## config.mk

```make
export PLATFORM = sky130hd
export DESIGN_NAME = frog_game_ctrl
export DESIGN_NICKNAME = d
export VERILOG_FILES = /design/src/rtl/frog_game_ctrl.sv
export SDC_FILE = /design/constraint.sdc
export NUM_CORES = 1
export LEC_CHECK = 0
export CORE_MARGIN = 10
export CORE_UTILIZATION = 52
export DETAILED_ROUTE_END_ITERATION = 8
export PLACE_DENSITY = 0.87
export SLEW_MARGIN = 20
export SYNTH_ARGS = -nofsm -noshare
export SYNTH_HDL_FRONTEND = slang
export SYNTH_SLANG_ARGS = --single-unit
```

## constraint.sdc

```tcl
create_clock -name i_Clk -period 4.95 [get_ports i_Clk]
set_input_delay 0.7425 -clock i_Clk [delete_from_list [all_inputs] [get_ports i_Clk]]
set_output_delay 0.7425 -clock i_Clk [all_outputs]
set_load 0.05 [all_outputs]
```

## src/rtl/frog_game_ctrl.sv

```systemverilog
// Frog crossing game controller: one frog steered by buttons, one car
// looping across a fixed lane. All game state advances once per video frame.
module frog_game_ctrl #(
    parameter int TILE_SIZE      = 32,
    parameter int H_VISIBLE_AREA = 640,
    parameter int V_VISIBLE_AREA = 480,
    parameter int CAR_SPEED      = 2,
    parameter int CAR_LANE_Y     = 224,
    parameter int HIT_FRAMES     = 60
) (
    input  logic       i_Clk,
    input  logic       i_Rst_L,
    input  logic       i_Frame_Start,
    input  logic       i_Btn_Up,
    input  logic       i_Btn_Down,
    input  logic       i_Btn_Left,
    input  logic       i_Btn_Right,
    output logic [9:0] o_Frog_X,
    output logic [9:0] o_Frog_Y,
    output logic [9:0] o_Car_X,
    output logic [9:0] o_Car_Y,
    output logic       o_Collision,
    output logic [3:0] o_Level,
    output logic [1:0] o_State
);

    typedef enum logic [1:0] {
        S_IDLE = 2'b00,
        S_PLAY = 2'b01,
        S_HIT  = 2'b10,
        S_WIN  = 2'b11
    } state_t;

    localparam logic [9:0]  TILE10  = 10'(TILE_SIZE);
    localparam logic [9:0]  X_MAX   = 10'(H_VISIBLE_AREA - TILE_SIZE);
    localparam logic [9:0]  Y_MAX   = 10'(V_VISIBLE_AREA - TILE_SIZE);
    localparam logic [9:0]  FROG_X0 = 10'((H_VISIBLE_AREA - TILE_SIZE) / 2);
    localparam logic [9:0]  FROG_Y0 = 10'(V_VISIBLE_AREA - TILE_SIZE);
    localparam logic [9:0]  CAR_Y0  = 10'(CAR_LANE_Y);
    localparam logic [9:0]  STEP10  = 10'(CAR_SPEED);
    localparam logic [10:0] H_AREA  = 11'(H_VISIBLE_AREA);
    localparam logic [15:0] HIT_LEN = 16'(HIT_FRAMES);

    // One tile toward zero, clamped at the screen edge.
    function automatic logic [9:0] step_dec(input logic [9:0] p);
        return (p >= TILE10) ? (p - TILE10) : 10'd0;
    endfunction

    // One tile away from zero, clamped at the last full tile position.
    function automatic logic [9:0] step_inc(input logic [9:0] p, input logic [9:0] lim);
        logic [10:0] s;
        s = {1'b0, p} + {1'b0, TILE10};
        return (s > {1'b0, lim}) ? lim : s[9:0];
    endfunction

    // Level counter that sticks at its maximum.
    function automatic logic [3:0] level_inc(input logic [3:0] l);
        return (l == 4'hF) ? l : (l + 4'd1);
    endfunction

    state_t      state_q, state_d;
    logic        frame_q;
    logic [3:0]  btn_q;
    logic [3:0]  pend_q, pend_d;
    logic [9:0]  frog_x_q, frog_x_d;
    logic [9:0]  frog_y_q, frog_y_d;
    logic [9:0]  car_x_q, car_x_d;
    logic [3:0]  level_q, level_d;
    logic [15:0] hit_cnt_q, hit_cnt_d;

    logic        tick;
    logic [3:0]  btn_now;
    logic [3:0]  btn_rise;
    logic [3:0]  pend_all;
    logic [9:0]  mv_x, mv_y;
    logic [10:0] car_sum;
    logic [9:0]  car_adv;
    logic        collide;
    logic        hit_last;

    // Button bit order: [3]=Up, [2]=Down, [1]=Left, [0]=Right (also move priority).
    assign btn_now  = {i_Btn_Up, i_Btn_Down, i_Btn_Left, i_Btn_Right};
    assign btn_rise = btn_now & ~btn_q;
    // A press arriving on the tick cycle itself is honoured at that tick.
    assign pend_all = pend_q | btn_rise;
    assign tick     = i_Frame_Start & ~frame_q;
    assign hit_last = (hit_cnt_q <= 16'd1);

    // Edge-detector history; frame history resets high so a strobe already
    // high when reset is released does not count as a tick.
    always_ff @(posedge i_Clk or negedge i_Rst_L) begin
        if (!i_Rst_L) begin
            frame_q <= 1'b1;
            btn_q   <= 4'b0000;
        end else begin
            frame_q <= i_Frame_Start;
            btn_q   <= btn_now;
        end
    end

    // Candidate frog move, car advance and collision test on updated positions.
    always_comb begin
        mv_x = frog_x_q;
        mv_y = frog_y_q;
        if (pend_all[3])      mv_y = step_dec(frog_y_q);
        else if (pend_all[2]) mv_y = step_inc(frog_y_q, Y_MAX);
        else if (pend_all[1]) mv_x = step_dec(frog_x_q);
        else if (pend_all[0]) mv_x = step_inc(frog_x_q, X_MAX);

        car_sum = {1'b0, car_x_q} + {1'b0, STEP10} + {7'b0, level_q};
        car_adv = (car_sum >= H_AREA) ? 10'(car_sum - H_AREA) : car_sum[9:0];

        collide = ({1'b0, mv_x} < ({1'b0, car_adv} + {1'b0, TILE10})) &&
                  ({1'b0, car_adv} < ({1'b0, mv_x} + {1'b0, TILE10})) &&
                  ({1'b0, mv_y} < ({1'b0, CAR_Y0} + {1'b0, TILE10})) &&
                  ({1'b0, CAR_Y0} < ({1'b0, mv_y} + {1'b0, TILE10}));
    end

    // FSM state register.
    always_ff @(posedge i_Clk or negedge i_Rst_L) begin
        if (!i_Rst_L) state_q <= S_IDLE;
        else          state_q <= state_d;
    end

    // FSM next-state logic; transitions happen only on a frame tick.
    always_comb begin
        state_d = state_q;
        if (tick) begin
            case (state_q)
                S_IDLE: if (|pend_all) state_d = S_PLAY;
                S_PLAY: begin
                    if (collide)            state_d = S_HIT;
                    else if (mv_y == 10'd0) state_d = S_WIN;
                end
                S_HIT:  if (hit_last) state_d = S_PLAY;
                S_WIN:  state_d = S_PLAY;
                default: state_d = S_IDLE;
            endcase
        end
    end

    // FSM outputs.
    always_comb begin
        o_State     = state_q;
        o_Collision = (state_q == S_HIT);
    end

    // Game datapath next values: frog, car, level, freeze counter, move latches.
    always_comb begin
        frog_x_d  = frog_x_q;
        frog_y_d  = frog_y_q;
        car_x_d   = car_x_q;
        level_d   = level_q;
        hit_cnt_d = hit_cnt_q;
        pend_d    = tick ? 4'b0000 : pend_all;
        if (tick) begin
            case (state_q)
                S_IDLE: begin
                    // The car starts rolling on the very tick play begins;
                    // the starting press itself never moves the frog.
                    if (|pend_all) car_x_d = car_adv;
                end
                S_PLAY: begin
                    frog_x_d = mv_x;
                    frog_y_d = mv_y;
                    car_x_d  = car_adv;
                    if (collide)            hit_cnt_d = HIT_LEN;
                    else if (mv_y == 10'd0) level_d   = level_inc(level_q);
                end
                S_HIT: begin
                    if (hit_last) begin
                        frog_x_d  = FROG_X0;
                        frog_y_d  = FROG_Y0;
                        level_d   = 4'd0;
                        hit_cnt_d = 16'd0;
                    end else begin
                        hit_cnt_d = hit_cnt_q - 16'd1;
                    end
                end
                S_WIN: begin
                    frog_x_d = FROG_X0;
                    frog_y_d = FROG_Y0;
                end
                default: ;
            endcase
        end
    end

    // Game datapath registers.
    always_ff @(posedge i_Clk or negedge i_Rst_L) begin
        if (!i_Rst_L) begin
            frog_x_q  <= FROG_X0;
            frog_y_q  <= FROG_Y0;
            car_x_q   <= 10'd0;
            level_q   <= 4'd0;
            hit_cnt_q <= 16'd0;
            pend_q    <= 4'b0000;
        end else begin
            frog_x_q  <= frog_x_d;
            frog_y_q  <= frog_y_d;
            car_x_q   <= car_x_d;
            level_q   <= level_d;
            hit_cnt_q <= hit_cnt_d;
            pend_q    <= pend_d;
        end
    end

    assign o_Frog_X = frog_x_q;
    assign o_Frog_Y = frog_y_q;
    assign o_Car_X  = car_x_q;
    assign o_Car_Y  = CAR_Y0;
    assign o_Level  = level_q;

endmodule

```

# Word level (Yosys, flattened, before mapping)
# Cells that the tools add are included.
# totals
in_bits	7
word_cells	92
regBits	61
out_inout_bits	47
# classes
n_bitwise	5
n_eq_ne	11
muxes	31
n_reduce_logical	14
add_sub_neg	12
magnitude_cmp	10
# ops
operator	count
$mux W10	14
$pmux W10 S3	2
$add A10 B6 Y11 const B	5
$mux W16	2
$pmux W16 S2	1
$lt A10 B11 Y1	2
$ge A10 B6 Y1 const B	2
$mux W4	5
$pmux W10 S2	1
$sub A10 B6 Y10 const B	2
$le A16 B1 Y1 const B	1
$sub A16 B1 Y16 const B	1
$add A10 B2 Y11 const B	1
$add A11 B4 Y11	1
$ge A11 B10 Y1 const B	1
$gt A11 B10 Y1 const B	1
$gt A11 B9 Y1 const B	1
$lt A8 B11 Y1 const A	1
$logic_not A10 Y1	1
$lt A10 B9 Y1 const B	1
$ne A2 B2 Y1 const B	5
$sub A10 B10 Y10 const B	1
$reduce_and A3 Y1	3
$mux W2	4
20 further kinds	24

# Longest topological paths before layout
# Gate-level depths: netlist of run 1.
# logic_depth
ltp_word	14
mapped_depth	26
mapped_depth_nobuf	25

# Worst setup path after synthesis of run 1
# No wires, ideal clock.
# synth_path
kind	reg2reg
start	reg level_q[1], in the netlist o_Level[1]
end	reg hit_cnt_q[1]
required_time_ps	4815
synth_period_minus_slack_ps	5526
arrival_ps	5391
path_buffers	1
stages_incl_launch_ff	25
setup_ps	135
path_slack_ps	-576
path_cell_list	dfrtp_1 > inv_1 > ha_1 > inv_1 > ha_1 > inv_1 > fa_1 > nand2b_1 > a21o_1 > nor2_1 > xnor2_1 > ha_1 > nand2b_1 > o32ai_1 > a21oi_1 > o221ai_1 > ha_1 > a2111oi_0 > o21ai_0 > a2111oi_0 > a211o_1 > a41oi_2 > a211oi_4 > buf_6 > o32ai_1
# synth_between
elab_chain_len	10
elab_cells_between_ends	12
cone_classes	add/sub: 3; order compare: 3; eq/ne: 1; mux: 1; reduce/logical: 4
# synth_rtl
element	line	text
start: declaration	68	logic [3:0] level_q, level_d;
start signal: assignment	202	level_q <= level_d;
$add A11 B4 Y11 *	110	car_sum = {1'b0, car_x_q} + {1'b0, STEP10} + {7'b0, level_q};
$sub A10 B10 Y10 or $ge A11 B10 Y1 (tied branches)	111	car_adv = (car_sum >= H_AREA) ? 10'(car_sum - H_AREA) : car_sum[9:0];
$mux W10 *	111	
named net car_adv[8]	77	logic [9:0] car_adv;
$add A10 B6 Y11	113	collide = ({1'b0, mv_x} < ({1'b0, car_adv} + {1'b0, TILE10})) &&
$lt A10 B11 Y1	113	
$logic_and A1 B1 Y1 *	113	
$logic_and A1 B1 Y1 *	114	({1'b0, car_adv} < ({1'b0, mv_x} + {1'b0, TILE10})) &&
$logic_and A1 B1 Y1 *	115	({1'b0, mv_y} < ({1'b0, CAR_Y0} + {1'b0, TILE10})) &&
$ne A2 B2 Y1 (no source line) *	-	
$reduce_and A3 Y1 (no source line) *	-	
end signal: assignment	203	hit_cnt_q <= hit_cnt_d;
end: declaration	69	logic [15:0] hit_cnt_q, hit_cnt_d;
# Mark *: on every way through the listed nets, which the timed path passes. The rest lies on a longest branch.
# A chain may end at the register's enable or synchronous reset.

# Worst setup path after layout of run 1
# layout_path
start	reg car_x_q[1], in the netlist o_Car_X[1]
end	reg hit_cnt_q[5]
# layout_between
elab_chain_len	11
elab_cells_between_ends	13
cone_classes	add/sub: 4; order compare: 3; eq/ne: 1; mux: 1; reduce/logical: 4
# layout_rtl
element	line	text
start: declaration	67	logic [9:0] car_x_q, car_x_d;
start signal: assignment	201	car_x_q <= car_x_d;
$add A10 B2 Y11 *	110	
$add A11 B4 Y11 *	110	
$sub A10 B10 Y10 or $ge A11 B10 Y1 (tied branches)	111	
$mux W10 *	111	
named net car_adv[8]	77	
$add A10 B6 Y11	113	
$lt A10 B11 Y1	113	
$logic_and A1 B1 Y1 *	113	
$logic_and A1 B1 Y1 *	114	
$logic_and A1 B1 Y1 *	115	
$ne A2 B2 Y1 (no source line) *	-	
$reduce_and A3 Y1 (no source line) *	-	
# Marks and branches as above.

==> flow_summary_export.csv, run 1 <==
group,metric,value,unit
run_status,outcome,"complete, but fails checks",
run_status,violations,"setup timing",
floorplanning,num_io_pins,54,
finish,final_nets,695,
power_and_ir_drop,clkPwrFrac,0.129,
place,dp.final_hpwl,9579,um
synthesis,netlist_area,0.004820,mm2
grt,grt_pass1_wl,21330,um
routing,first_pass_iters,5,
finish,antennaDiodeCount,0,
timing,period_share,1.018,
floorplanning,start_util,0.5266,
floorplanning,fp.dieW,116.3,um
routing,drc,0,
timing,finClkSkew,0.009680,ns
clock_tree,clkSinkCount,61,
setup_path,startpoint,"o_Car_X[1]",
clock_tree,htree_levels,3,
grt,grt_start_max_net_pins,62,
synthesis,synth_edf_count,0,
power_and_ir_drop,p_sw_frac,0.4970,
power_and_ir_drop,switchingPower,1.919,mW
grt,grt_pass1_vias,4358,
timing,finalHoldViolations,0,
timing,fmax,0.1985,GHz
routing,antenna_left,0,
finish,area_growth,24.79,%
setup_path,worst-setup-path-type,"reg2reg",
clock_tree,cts_made_buffers,9,
power_and_ir_drop,ir_drop,0.2523,mV
timing,worst_slack,-0.08765,ns
timing,setup_tns,-1.082,ns
setup_path,endpoint_kind,"flop",
routing,vias,4804,
synthesis,synth_cells,576,
setup_path,slowest_delay,0.42,ns
setup_path,cp.required,5.24,ns
setup_path,rr_startpoint,"o_Car_X[1]",
place,globalplace.congestion,0.9322,
synthesis,synthDistinctLibCells,74,
synthesis,ys_warn_count,0,
power_and_ir_drop,p_int,1.942,mW
setup_path,arrival,5.33,ns
power_and_ir_drop,p_leak,2.627,nW
place,io_buffer_count,43,
setup_path,path_buf_inv,6,
grt,grt_usage,0.1929,
job,cap_violations,0,
timing,period_needed,5.038,ns
grt,gr-total-overflow,0,
finish,fin_util,0.6571,
clock_tree,cts_buffer_depth,2,
routing,drt_iter0_drc,399,
timing,whs,0.5484,ns
finish,drive_gt1_frac,0.1850,
setup_path,crit_family,"compound AO/OA/AOI/OAI gates",
timing,final_max_slew_viol_count,0,
synthesis,synth-seq-cells,61,
floorplanning,dieArea,0.01352,mm2
timing,setup_viol,18,
routing,viasPerCell,6.280,
timing,tightestPinTransition,0.8581,ns
timing,maxSlewHeadroom,0.4219,
synthesis,async_flop_share,1.000,
routing,post_drt_wl_per_cell,18.09,um
clock_tree,cts_root_buf,"clkbuf_8",
synthesis,syn_area_per_cell,8.367,um2
floorplanning,row_count,35,
setup_path,startpoint_type,"flop",
routing,wirelength,13840,um
grt,antenna_found_initial,0,
clock_tree,clkTransAtPathRegs,0.08,ns
synthesis,ys.flop_type,"dfrtp_1",
hold_path,hold_path.class,"in2async",
timing,rsz0062_at_grt,"true",
setup_path,crit_fanout,4,
finish,filler_cell_count,714,
power_and_ir_drop,cellPowerDensity,641.9,mW/mm2
floorplanning,die_y,116.3,um
clock_tree,clk_latency,0.36,ns
synthesis,ys_seq_area_frac,0.3185,
clock_tree,cts_tree,"yes",
power_and_ir_drop,p_seq_frac,0.212,
floorplanning,coreArea,0.009153,mm2
power_and_ir_drop,power.share.combinational,0.659,
setup_path,crit_path_top_delay_cell,"dfrtp_2",
[final timing paths]
check                                to  slack, ns  cells after the start
setup / recovery           hit_cnt_q[5]      -0.09                     26
hold / removal             hit_cnt_q[2]       0.55                      2
setup reg to reg           hit_cnt_q[5]      -0.09                     26
hold reg to reg              o_Car_X[0]       0.55                      2
max in group asynchronous    o_Car_X[1]       3.84                      2
min in group i_Clk           o_Car_X[0]       0.55                      2
[power groups by stage]
stage	sequential [mW]	combinational, mW	clock [mW]
2_1_floorplan	0.979	1.41	0
3_3_place_gp	0.807	2.12	0
3_5_place_dp	0.815	2.19	0
4_1_cts	0.806	2.30	0.504
5_1_grt	0.839	2.74	0.533
6_report	0.819	2.54	0.500
[layout make-up]
type,count,area (um2),area share
timing repair buffer,82,772.0,0.1284
tap,111,138.9,0.02309
inverter,43,161.4,0.02684
clock inverter,6,87.58,0.01456
clock buffer,10,127.6,0.02122
multi-input combinational,452,3189,0.5303
sequential,61,1538,0.2557
[kinds of logic (layout without fill, tap and decap cells)]
group / Yosys count / count (layout) / share of synthesized area
XOR/XNOR: 17 / 17 / 0.03089
AO/OA/AOI/OAI: 162 / 162 / 0.2399
buffers and inverters: 71 / 141 / 0.06516
other: 2 / 10 / 0.001558
flip-flops: 61 / 61 / 0.3185
adder cells (fa/ha/maj): 39 / 39 / 0.1028
multiplexers: 4 / 4 / 0.008826
AND/OR/NAND/NOR: 220 / 220 / 0.2323
[Yosys cell counts, drive strengths merged, types with 5 or more instances]
master,n,share of area
or2,6,0.0078
nand2b,8,0.010
o21ai,46,0.050
nand2,53,0.041
clkbuf,15,0.012
nor4,14,0.021
or3,5,0.0065
dfstp,7,0.038
o22ai,5,0.0065
inv,43,0.033
a21oi,25,0.026
ha,38,0.099
xor2,5,0.0091
nor2b,18,0.023
buf,13,0.020
xnor2,12,0.022
a21o,5,0.0078
a211o,7,0.013
nor3,22,0.023
nand4,10,0.013
a31oi,6,0.0078
nor2,51,0.040
nand3,13,0.013
dfrtp,54,0.28
a22oi,10,0.019
[worst reg2reg max path, cell delays in order (launching register included)]
cell	delay (ns)
dfrtp_2	0.42
inv_2	0.08
ha_4	0.20
inv_2	0.06
ha_4	0.13
inv_2	0.04
fa_2	0.39
nand2b_4	0.17
a21o_4	0.24
nor2_4	0.12
xnor2_2	0.15
ha_4	0.25
a311oi_2	0.26
o2111ai_2	0.18
o221ai_2	0.26
buf_4	0.17
xor2_1	0.14
ha_1	0.26
a211o_1	0.33
a21oi_2	0.17
a21oi_2	0.08
nor2_1	0.13
a41oi_2	0.07
a211oi_4	0.24
buf_6	0.17
clkbuf_16	0.15
a221o_1	0.11
[layout by cell type, fill, tap and decap left out, drive strengths merged, types with 6 or more instances in the layout]
cell type      Yosys  final
xnor2             12     12
buf               13     39
clkdlybuf4s50      0     42
inv               43     43
o21ai             46     46
nand2b             8      8
a21oi             25     25
ha                38     38
nand2             53     53
clkbuf            15     11
nor4              14     14
a211o              7      7
nand3             13     13
conb               2     10
nor2              51     51
dfrtp             54     54
dfstp              7      7
nor3              22     22
nand4             10     10
nor2b             18     18
or2                6      6
a31oi              6      6
a22oi             10     10
[stage by stage]
stage / total power [mW] / cells / instance area (um2) / setup WS, ns
final: 3.861 / 765 / 6015 / -0.08765
after global routing: 4.113 / 765 / 6015 / -0.2723
after CTS: 3.612 / 754 / 5783 / 0.001400
after detailed placement: 3.008 / 731 / 5454 / -0.2198
after global placement: 2.926 / 731 / 5454 / 0.008697
after floorplan: 2.394 / 584 / 4872 / 0.02092
[repair_timing]
item	CTS	global route
gates resized for setup	12	29
endpoints found under the setup margin	18	18
pin swaps	6	20
buffers inserted	6	10
hold buffers	0	0
gates cloned	1	1
[flip-flops by register name, summed over array words and instances, names as in the netlist]
name,count
hit_cnt_q,16
o_Frog_Y,10
frame_q,1
o_Frog_X,10
pend_q,4
o_State,2
o_Car_X,10
btn_q,4
o_Level,4
[routing by layer]
layer / global-route usage / vias to the layer above / part of all wire
li1: - / 2225 / -
met1: 0.2533 / 2323 / 0.42
met2: 0.3081 / 214 / 0.48
met3: 0.04212 / 42 / 0.073
met4: 0.06255 / 0 / 0.027
met5: 0 / - / 0
No activity file was read; power rests on OpenSTA's default activity.
==> run 2, diff against run 1 <==
--- a/config.mk
+++ b/config.mk
@@ -8,6 +8,7 @@
 export CORE_MARGIN = 10
 export CORE_UTILIZATION = 52
 export DETAILED_ROUTE_END_ITERATION = 8
+export MAX_ROUTING_LAYER = met4
 export PLACE_DENSITY = 0.87
 export SLEW_MARGIN = 20
 export SYNTH_ARGS = -nofsm -noshare
==> flow_summary_export.csv, run 2 (same netlist as run 1, synthesis figures left out) <==
group,metric,value,unit
grt,grt.busiest_layer,"met2",
floorplanning,num_io_pins,54,
grt,use_met2,0.3145,
hold_path,hp-start,"o_Car_X[2]",
finish,final_cell_mix,"nand2_1 (53), dfrtp_1 (52), nor2_1 (49)",
finish,drive_gt1_frac,0.1850,
setup_path,startpoint_type,"flop",
grt,grt_usage,0.2021,
timing,whs,0.5229,ns
clock_tree,clkSinkCount,61,
timing,period_needed,4.962,ns
setup_path,crit_path_top_delay_cell,"dfrtp_2",
setup_path,crit_family,"compound AO/OA/AOI/OAI gates",
clock_tree,htree_levels,3,
place,dp.final_hpwl,9701,um
finish,antennaDiodeCount,0,
timing,tightestPinTransition,0.8095,ns
power_and_ir_drop,ir_drop,0.2917,mV
timing,finClkSkew,0.01274,ns
grt,met1_usage,0.2590,
routing,post_drt_wl_per_cell,18.45,um
routing,first_pass_iters,5,
hold_path,hold_path.class,"reg2reg",
setup_path,rr_startpoint,"o_Level[1]",
power_and_ir_drop,cellPowerDensity,645.2,mW/mm2
floorplanning,dieArea,0.01352,mm2
timing,rsz0062_at_grt,"true",
setup_path,path_buf_inv,6,
finish,largest_register_ffs,16,
job,cap_violations,0,
finish,fin_util,0.6558,
setup_path,cp.required,5.24,ns
setup_path,slowest_delay,0.43,ns
clock_tree,clkTransAtPathRegs,0.07,ns
routing,vias,4790,
power_and_ir_drop,p_leak,2.631,nW
floorplanning,die_y,116.3,um
timing,setup_viol,6,
timing,worst_slack,-0.01173,ns
timing,finalHoldViolations,0,
setup_path,crit_fanout,9,
grt,antenna_found_initial,0,
clock_tree,cts_root_buf,"clkbuf_8",
place,globalplace.congestion,0.9372,
setup_path,endpoint_kind,"flop",
timing,maxSlewHeadroom,0.4557,
finish,final_nets,695,
floorplanning,coreArea,0.009153,mm2
grt,gr-total-overflow,0,
clock_tree,cts_buffer_depth,2,
place,io_buffer_count,43,
floorplanning,row_count,35,
clock_tree,cts_made_buffers,9,
timing,final_max_slew_viol_count,0,
finish,area_growth,24.53,%
floorplanning,fp.dieW,116.3,um
routing,drc,0,
floorplanning,start_util,0.5266,
grt,grt_pass1_wl,21610,um
routing,antenna_left,0,
timing,setup_tns,-0.02860,ns
timing,period_share,1.002,
routing,wirelength,14110,um
grt,grt_pass1_vias,4418,
setup_path,worst-setup-path-type,"reg2reg",
timing,fmax,0.2015,GHz
grt,grt_util_met3,0.04006,
finish,final_common_cell,"nand2_1",
finish,top_register,"hit_cnt_q",
setup_path,startpoint,"o_Level[1]",
setup_path,arrival,5.26,ns
run_status,outcome,"complete, but fails checks",
grt,grt_start_max_net_pins,62,
run_status,violations,"setup timing",
clock_tree,cts_tree,"yes",
routing,viasPerCell,6.261,
clock_tree,ctsHoldBuffers,0,
power_and_ir_drop,total_power,3.873,mW
place,dp_slack,-0.2127,ns
routing,drt_iter0_drc,435,
clock_tree,clk_latency,0.35,ns
==> run 2: power by group <==
part | internal (mW) | switching (mW)
logic | 1.07 | 1.53
clock network | 0.245 | 0.202
registers | 0.614 | 0.210
total | 1.93 | 1.94
==> run 2: path summary, 6_finish.rpt <==
check	cells past startpoint	slack [ns]	end
worst max register to register	26	-0.01	hit_cnt_q[5]
worst min-delay path	2	0.52	o_Car_X[2]
max in group asynchronous	2	3.85	o_Level[1]
worst min register to register	2	0.52	o_Car_X[2]
min in group asynchronous	2	0.55	o_Car_X[6]
worst max-delay path	26	-0.01	hit_cnt_q[5]
==> run 2: metrics by stage <==
stage               cells  cell area, um2
floorplan             584            4872
global placement      732            5461
detailed placement    732            5461
CTS                   750            5680
global route          765            6002
finish                765            6002
==> run 2: layer usage <==
metal | wire (um) | vias to the layer above
met5 | 0 | -
met4 | 386 | 0
met3 | 958 | 36
met2 | 6899 | 209
met1 | 5867 | 2314
li1 | - | 2231
==> run 2: tightest hold or removal path: cells and delay by family, from the launching register on <==
family	cells	cell delay [ns]
compound gates	1	0.06
flops	1	0.37
simple gates	1	0.05
==> run 2: area by class of cell <==
type                            count  area (um2)
Multi-Input combinational cell    452        3202
Fill cell                         713        3151
Sequential cell                    61        1538
Timing Repair Buffer               82       769.5
Inverter                           43       161.4
Clock buffer                       12       145.1
Tap cell                          111       138.9
Clock inverter                      4       47.55
==> run 2: what timing repair did <==
| item | 4_1_cts | 5_1_grt |
|---|---|---|
| gates cloned | 0 | 2 |
| buffers inserted | 2 | 13 |
| gates resized for setup | 4 | 37 |
| pin swaps | 1 | 16 |
| setup endpoints to repair | 18 | 18 |
